===== config.mk =====
export PLATFORM = sky130hd
export DESIGN_NAME = fetch_sequencer
export DESIGN_NICKNAME = d
export VERILOG_FILES = /design/src/rtl/fetch_sequencer.sv
export SDC_FILE = /design/constraint.sdc
export NUM_CORES = 1
export LEC_CHECK = 0
export ABC_CLOCK_PERIOD_IN_PS = 2400
export CAP_MARGIN = 10
export CORE_MARGIN = 2
export CORE_UTILIZATION = 34
export DETAILED_ROUTE_END_ITERATION = 6
export PLACE_DENSITY = 0.84
export SYNTH_ARGS = -nofsm -noshare
export SYNTH_HDL_FRONTEND = slang
export SYNTH_SLANG_ARGS = --single-unit

===== constraint.sdc =====
create_clock -name clk -period 2.4 [get_ports clk]
set_clock_uncertainty 0.05 [all_clocks]
set_input_delay 0.48 -clock clk [delete_from_list [all_inputs] [get_ports clk]]
set_output_delay 0.48 -clock clk [all_outputs]
set_load 0.01 [all_outputs]

===== src/rtl/fetch_sequencer.sv =====
// ---------------------------------------------------------------------------
// fetch_sequencer
//
// Control block for the fetch stage of a 5-stage MIPS pipeline. Decides every
// cycle whether the PC and IF/ID advance, whether the PC takes the branch
// target, and which pipeline registers are flushed. Handles, in priority
// order: MEM-stage branch redirects, load-use stalls and normal advance. A run
// of NOP_HALT_COUNT consecutive all-zero fetched words marks end of program.
// The block then drains the back of the pipe for DRAIN_CYCLES cycles and
// parks in a halted state that only rst leaves.
//
// Optional build macro: FETCH_SEQ_PERF_EN adds three 32-bit performance
// counters (cycles, stall cycles, redirect cycles).
//
// Ports:
//   clk                 pipeline clock, rising edge
//   rst                 synchronous active-high reset
//   in_instruction      word currently presented by the fetch stage
//   in_if_id_rs/rt      source register fields of the instruction in IF/ID
//   in_id_ex_mem_read   instruction in ID/EX is a load
//   in_id_ex_rt         destination of the instruction in ID/EX
//   in_branch_taken     branch resolved taken in MEM this cycle
//   out_pc_write        PC update enable
//   out_pc_src          1 = branch target, 0 = PC+4
//   out_if_id_write     IF/ID update enable
//   out_if_id_flush     zero IF/ID on next edge
//   out_id_ex_flush     zero ID/EX on next edge (bubble)
//   out_ex_mem_flush    zero EX/MEM on next edge
//   out_halted          program complete, pipeline stopped
//   out_cycle_count     (perf build) non-halted cycles
//   out_stall_count     (perf build) load-use stall cycles
//   out_redirect_count  (perf build) redirect cycles
// ---------------------------------------------------------------------------
module fetch_sequencer #(
    parameter int NOP_HALT_COUNT = 4,   // legal 1..15
    parameter int DRAIN_CYCLES   = 3    // legal 1..7
) (
    input  logic        clk,
    input  logic        rst,
    input  logic [31:0] in_instruction,
    input  logic [4:0]  in_if_id_rs,
    input  logic [4:0]  in_if_id_rt,
    input  logic        in_id_ex_mem_read,
    input  logic [4:0]  in_id_ex_rt,
    input  logic        in_branch_taken,
    output logic        out_pc_write,
    output logic        out_pc_src,
    output logic        out_if_id_write,
    output logic        out_if_id_flush,
    output logic        out_id_ex_flush,
    output logic        out_ex_mem_flush,
    output logic        out_halted
`ifdef FETCH_SEQ_PERF_EN
    ,
    output logic [31:0] out_cycle_count,
    output logic [31:0] out_stall_count,
    output logic [31:0] out_redirect_count
`endif
);

    typedef enum logic [1:0] {
        ST_RUN   = 2'd0,
        ST_DRAIN = 2'd1,
        ST_HALT  = 2'd2
    } state_t;

    localparam logic [3:0] NOP_LAST   = 4'(NOP_HALT_COUNT - 1);
    localparam logic [2:0] DRAIN_LAST = 3'(DRAIN_CYCLES - 1);

    state_t     state_q, state_d;
    logic [3:0] nop_cnt_q, nop_cnt_d;
    logic [2:0] drain_cnt_q, drain_cnt_d;

    logic load_use;
    logic instr_zero;
    logic stall_evt;
    logic redirect_evt;

    // $0 is hard-wired zero, so a load "writing" it never creates a hazard.
    assign load_use = in_id_ex_mem_read && (in_id_ex_rt != 5'd0) &&
                      ((in_id_ex_rt == in_if_id_rs) || (in_id_ex_rt == in_if_id_rt));
    assign instr_zero = (in_instruction == 32'd0);

    assign redirect_evt = in_branch_taken && ((state_q == ST_RUN) || (state_q == ST_DRAIN));
    assign stall_evt    = (state_q == ST_RUN) && !in_branch_taken && load_use;

    // Next-state and outputs. Outputs are combinational so a redirect or
    // stall is applied at the very next edge; rst overrides everything with
    // a safe "flush all, advance nothing" pattern.
    always_comb begin
        state_d          = state_q;
        nop_cnt_d        = nop_cnt_q;
        drain_cnt_d      = drain_cnt_q;
        out_pc_write     = 1'b0;
        out_pc_src       = 1'b0;
        out_if_id_write  = 1'b0;
        out_if_id_flush  = 1'b0;
        out_id_ex_flush  = 1'b0;
        out_ex_mem_flush = 1'b0;
        out_halted       = 1'b0;

        if (rst) begin
            out_if_id_flush  = 1'b1;
            out_id_ex_flush  = 1'b1;
            out_ex_mem_flush = 1'b1;
        end else begin
            unique case (state_q)
                ST_RUN: begin
                    if (in_branch_taken) begin
                        out_pc_src       = 1'b1;
                        out_pc_write     = 1'b1;
                        out_if_id_write  = 1'b1;
                        out_if_id_flush  = 1'b1;
                        out_id_ex_flush  = 1'b1;
                        out_ex_mem_flush = 1'b1;
                        nop_cnt_d        = 4'd0;
                    end else if (load_use) begin
                        // Freeze PC and IF/ID, inject a bubble; the word in
                        // fetch is re-presented so the nop run is unaffected.
                        out_id_ex_flush = 1'b1;
                    end else begin
                        out_pc_write    = 1'b1;
                        out_if_id_write = 1'b1;
                        if (instr_zero) begin
                            if (nop_cnt_q == NOP_LAST) begin
                                state_d     = ST_DRAIN;
                                nop_cnt_d   = 4'd0;
                                drain_cnt_d = 3'd0;
                            end else begin
                                nop_cnt_d = nop_cnt_q + 4'd1;
                            end
                        end else begin
                            nop_cnt_d = 4'd0;
                        end
                    end
                end

                ST_DRAIN: begin
                    if (in_branch_taken) begin
                        // A late branch means the zero run was on a wrong
                        // path: abort the drain and redirect as in RUN.
                        out_pc_src       = 1'b1;
                        out_pc_write     = 1'b1;
                        out_if_id_write  = 1'b1;
                        out_if_id_flush  = 1'b1;
                        out_id_ex_flush  = 1'b1;
                        out_ex_mem_flush = 1'b1;
                        nop_cnt_d        = 4'd0;
                        state_d          = ST_RUN;
                    end else begin
                        // PC frozen, IF/ID loaded with zeros each cycle so only
                        // bubbles follow the last real instruction down the pipe.
                        out_if_id_write = 1'b1;
                        out_if_id_flush = 1'b1;
                        if (drain_cnt_q == DRAIN_LAST) begin
                            state_d = ST_HALT;
                        end else begin
                            drain_cnt_d = drain_cnt_q + 3'd1;
                        end
                    end
                end

                ST_HALT: begin
                    out_halted = 1'b1;
                end

                default: begin
                    state_d = ST_RUN;
                end
            endcase
        end
    end

    always_ff @(posedge clk) begin
        if (rst) begin
            state_q     <= ST_RUN;
            nop_cnt_q   <= 4'd0;
            drain_cnt_q <= 3'd0;
        end else begin
            state_q     <= state_d;
            nop_cnt_q   <= nop_cnt_d;
            drain_cnt_q <= drain_cnt_d;
        end
    end

`ifdef FETCH_SEQ_PERF_EN
    logic [31:0] cycle_cnt_q;
    logic [31:0] stall_cnt_q;
    logic [31:0] redirect_cnt_q;

    always_ff @(posedge clk) begin
        if (rst) begin
            cycle_cnt_q    <= 32'd0;
            stall_cnt_q    <= 32'd0;
            redirect_cnt_q <= 32'd0;
        end else begin
            if (state_q != ST_HALT) begin
                cycle_cnt_q <= cycle_cnt_q + 32'd1;
            end
            if (stall_evt) begin
                stall_cnt_q <= stall_cnt_q + 32'd1;
            end
            if (redirect_evt) begin
                redirect_cnt_q <= redirect_cnt_q + 32'd1;
            end
        end
    end

    assign out_cycle_count    = cycle_cnt_q;
    assign out_stall_count    = stall_cnt_q;
    assign out_redirect_count = redirect_cnt_q;
`else
    // Event decodes only feed the optional counters.
    logic unused_evt;
    assign unused_evt = stall_evt ^ redirect_evt;
`endif

endmodule

# Yosys cells after proc, flatten, opt, wreduce, memory -nomap -nowiden

Cells that the tools add are included.

Divide/modulo/power cells: 0
Reduce and logical (&&, ||, !) cells: 11
Shift-type cells: 0
Bitwise gates (word level): 1
$add $sub $neg: 2
Equal/unequal tests: 15
$lt $le $gt $ge: 0
Multiply operators: 0
Mux-type cells: 38

Operators with widths:

| operator                                             | count |
|---|---|
| logical NOT 32 bit                                   | 1 |
| two-way mux 4 bit                                    | 5 |
| two-way mux 3 bit                                    | 6 |
| two-way mux 1 bit                                    | 14 |
| two-way mux 2 bit                                    | 6 |
| != test 2 bit (second input constant)                | 6 |
| equality test 5 bit                                  | 2 |
| case mux 1 bit (2 select lines)                      | 4 |
| case mux 4 bit (2 select lines)                      | 1 |
| AND reduction 7 bit                                  | 1 |
| case mux 2 bit (3 select lines)                      | 1 |
| case mux 3 bit (2 select lines)                      | 1 |
| AND reduction 6 bit                                  | 1 |
| nonzero test 5 bit                                   | 1 |
| adder 4 x 1 -> 4 bit (second input constant)         | 1 |
| equality test 4 x 2 -> 1 bit (second input constant) | 1 |
| adder 3 x 1 -> 3 bit (second input constant)         | 1 |
| equality test 3 x 2 -> 1 bit (second input constant) | 1 |
| != test 3 x 2 -> 1 bit (second input constant)       | 1 |
| != test 3 bit (second input constant)                | 1 |
| AND reduction 3 bit                                  | 1 |
| equality test 2 x 1 -> 1 bit (second input constant) | 1 |
| equality test 2 bit (second input constant)          | 1 |
| logical AND 1 bit                                    | 2 |
| other kinds (6)                                      | 6 |

Memories: 0
Bits of input ports: 51
Latch bits: 0
Logic and storage cells: 70
Memory bits (read-only): 0
Register bits after elaboration: 9
RAM bits: 0
Output and inout port bits: 7

# Depth between registers and ports, before layout

Depth in word-level cells: 7
Mapped depth: 7
Mapped depth without buffers: 7

# Least setup slack after synthesis

Ideal clock, no wire load.

Path kind: input to output
Start: input port in_id_ex_rt[1]
End: output port out_pc_write
Data arrival time: 1.586 ns
Data required time: 1.870 ns
Stages on the path: 4
Buffers on the path: 0
Setup slack: 0.284 ns
Cells stage by stage: or4_1 -> o21ai_2 -> o21ai_0 -> a21boi_0

Word-level cells in the longest chain between the ends: 7
Elaborated cells between the ends (all ways): 10
Those cells by class: 2 x eq/ne; 4 x mux; 4 x reduce/logical

RTL lines:

| element                                                          | RTL line | source |
|---|---|---|
| from (decl)                                                      | 44       | `input logic [4:0] in_id_ex_rt,` |
| equality test 5 bit / nonzero test 5 bit (equally long branches) | 81, 80   |  |
| logical OR 1 bit / logical AND 1 bit (equally long branches)     | 81, 80   |  |
| logical AND 1 bit *                                              | 80       | `assign load_use = in_id_ex_mem_read && (in_id_ex_rt != 5'd0) &&` |
| two-way mux 1 bit *                                              | 117      | `end else if (load_use) begin` |
| two-way mux 1 bit *                                              | 109      | `if (in_branch_taken) begin` |
| case mux 1 bit (2 select lines) *                                | 107      | `unique case (state_q)` |
| two-way mux 1 bit *                                              | 102      | `if (rst) begin` |
| to (decl)                                                        | 46       | `output logic out_pc_write,` |

Mark *: on every way between the ends. The rest lies on a longest branch, timed or not.

# Worst setup path in the final report

Start: input port in_id_ex_rt[3]
End: output port out_id_ex_flush

Word-level cells in the longest chain between the ends: 7
Elaborated cells between the ends (all ways): 10
Those cells by class: 2 x eq/ne; 4 x mux; 4 x reduce/logical

RTL lines:

| element                                                          | RTL line | source |
|---|---|---|
| equality test 5 bit / nonzero test 5 bit (equally long branches) | 81, 80   |  |
| logical OR 1 bit / logical AND 1 bit (equally long branches)     | 81, 80   |  |
| logical AND 1 bit *                                              | 80       |  |
| two-way mux 1 bit *                                              | 117      |  |
| two-way mux 1 bit *                                              | 109      |  |
| case mux 1 bit (2 select lines) *                                | 107      |  |
| two-way mux 1 bit *                                              | 102      |  |
| to (decl)                                                        | 50       | `output logic out_id_ex_flush,` |

Marks and branches as above.

==> out/metrics.yaml <==
setup_path:
  worst-path-stages: 7
  timing.rr.end: "drain_cnt_q[1]"
  critical_path_class: "in2out"
  cp_cell_sequence: "clkdlybuf4s15_1, or4_4, o21ai_4, buf_6, nor2_2, a21o_1, buf_6"
  critical_path.slowest_cell: "or4_4"
  cpMostUsedCell: "buf_6"
  critPathLaunchType: "primary input"
  path_max_fanout: 3
  cp.required_ns: 1.87
  critical_path_buf_inv_count: 3
  slowest_delay_ns: 0.52
  reg2reg_depth: 6
  r2r-start: "nop_cnt_q[0]"
  endpoint_kind: "output port"
  cpLargestDelayFamily: "simple AND/OR/NAND/NOR gates"
  r2r_setup_slack_ns: 0.48
  cp.arrival_ns: 1.83
final_layout:
  final_area_sq_um: 1520
  fillCellCount: 197
  area_growth_pct: 87.3
  antennaDiodeCount: 0
  nNetsFinal: 227
  drive_gt1_share_pct: 20.9
yosys:
  synthXorXnorAreaFrac_pct: 10.8
  synth-seq-cells: 9
  synth-simple-area-share_pct: 35.6
  synthAdderAreaFrac_pct: 4.63
  yosysUniqueCellTypes: 36
  yosysMostFrequentCell: "nor2_1"
  synth_common_cells: "nor2_1, xor2_1, dfxtp_1, nor4_1, a21oi_1"
  avgSynthCellArea_sq_um: 8.11
  async_flop_share_pct: 0
  ys_top_cells_by_area: "dfxtp_1, xor2_1, nor4_1"
  synthCells: 100
  synth_compound_area_share_pct: 21.9
  synth_edf_count: 0
  ys_warn_count: 0
  ys_seq_area_share_pct: 22.2
  synth_mux_area_share_pct: 0
  syn_nets: 154
  yosys.area.top_type_share_pct: 22.2
  syn_area_sq_um: 811
  synth_top_family_by_area: "simple AND/OR/NAND/NOR gates"
  post-synth-top-area-cell: "dfxtp_1"
  synthFlopType: "dfxtp_1"
timing:
  rsz0062_at_grt: "no"
  layout_setup_ws_ns: 0.0381
  setup_violations: 0
  hold_ws_ns: 0.443
  hold_violations: 0
  relSlewSlack_pct: 76.1
  fin_crit_sh_pct: 98.4
  fin_crit_ns: 2.36
  fmax_mhz: 423
  drv_slew: 0
  tightestPinTransition_ns: 0.358
clock_tree:
  cts_max_level: 1
  cts_max_path_buffers: 2
  clk_pin_slew_ns: 0.07
  ctsHoldBuffers: 0
  cts_tree: "yes"
  clock_latency_ns: 0.27
  cts_root_buf: "clkbuf_4"
  cts_buffers: 3
  clock-sinks: 9
hold_path:
  hold_start: "drain_cnt_q[2]"
  timing.hold.worst.class: "reg2reg"
  holdPathEnd: "drain_cnt_q[2]"
  hold_path_depth: 2
job:
  drv_cap: 0
pwr:
  leakagePower_nw: 0.615
  p_per_area_nw_per_um2: 283
  max-vdd-ir-drop_mv: 0.244
drt:
  ant_nets: 0
  drt_wl_total_mm: 2.77
  viasPerCell: 5.28
  drc_errors: 0
  drt_pass1_iterations: 4
  route.vias.total: 1056
  drtIter0Drc: 12
  routedWlPerCell_microns: 13.9
die:
  die-area_sq_um: 2790
  ios: 58
  die_h_microns: 52.8
  die_width_microns: 52.8
  num_rows: 17
  start_util_pct: 36.3
  coreArea_sq_um: 2230
grt:
  grt_pass1_vias: 993
  grt_max_degree: 13
  antenna_found_initial: 0
  global_route.overflow_total: 0
  grt_first_pass_wirelength_mm: 3.95
  track_usage_pct: 19.7
place:
  dp_slack_ns: -0.717
  placed_area_sq_um: 1460
  portBuffers: 57
  hpwlAfterDp_mm: 2.23
  gp_congestion: 0.818
status:
  outcome: "finished clean"
## report_power, final
group | switching, mW | internal [mW]
sequential | 0.00000000000438 | 0.149
combinational | 0.0509 | 0.103
clock | 0.0612 | 0.0645
## per-stage QoR
step / total power [mW] / setup TNS [ns] / cells / util (%)
floorplan: 0.192 / 0 / 100 / -
global placement: 0.304 / -2.12 / 193 / 65.5
detailed placement: 0.307 / -2.55 / 193 / 65.5
CTS: 0.428 / 0 / 199 / 67.4
global route: 0.443 / 0 / 200 / 68.0
finish: 0.429 / 0 / 200 / 68.0
## worst min-delay path: stages, from the launching register on
cell and delay [ns]:
dfxtp_1 0.32, o31ai_1 0.07, a21oi_1 0.06
## cell usage in the layout, fill, tap and decap left out, types with 3 or more instances in the layout
| master | n |
|---|---|
| ha_1 | 3 |
| buf_2 | 3 |
| clkbuf_4 | 3 |
| inv_1 | 3 |
| dlymetal6s2s_1 | 3 |
| nor4_1 | 8 |
| nand2b_1 | 6 |
| nand2_1 | 3 |
| clkdlybuf4s50_1 | 38 |
| dfxtp_1 | 9 |
| buf_4 | 12 |
| xor2_1 | 9 |
| a21oi_1 | 7 |
| nor2_1 | 11 |
| dlygate4sd2_1 | 9 |
| o31ai_1 | 3 |
| nor3_2 | 3 |
## area by class of cell
type | instances | area, sq um | area share, %
Tap cell | 28 | 35.0 | 2.31
Multi-Input combinational cell | 86 | 616 | 40.5
Clock buffer | 4 | 26.3 | 1.73
Sequential cell | 9 | 180 | 11.9
Timing Repair Buffer | 70 | 651 | 42.8
Inverter | 3 | 11.3 | 0.741
## kinds of logic after synthesis
group | Yosys count
compound gates | 24
xor+xnor | 10
fa+ha+maj | 3
buf+inv | 5
flops | 9
simple gates | 49
## what timing repair did
action | CTS | global route
setup buffers | 2 | 1
gates resized for setup | 37 | 8
endpoints found under the setup margin | 4 | 5
pin swaps | 8 | 7
## flip-flops by register name, indices dropped and copies added, names as in the netlist
register     cells
drain_cnt_q      3
nop_cnt_q        4
state_q          2
## how the worst max path moves through the flow
stage / endpoint / slack (ns) / start
4_1_cts: out_if_id_write / 0.002 / in_if_id_rs[3]
3_5_place_dp: out_pc_write / -0.72 / in_id_ex_rt[1]
2_1_floorplan: out_pc_write / 0.28 / in_id_ex_rt[1]
5_1_grt: out_if_id_flush / 0.0008 / rst
3_3_place_gp: out_pc_write / -0.66 / in_id_ex_rt[2]
6_report: out_id_ex_flush / 0.04 / in_id_ex_rt[3]
## per-layer routing
metal	routed length (microns)	up-vias	global-route usage, %
met2	1320	73	37.9
met1	970	460	16.8
met3	411	7	6.00
li1	-	516	-
met4	72	0	13.2
met5	0	-	0
No activity file was read; power rests on OpenSTA's default activity.
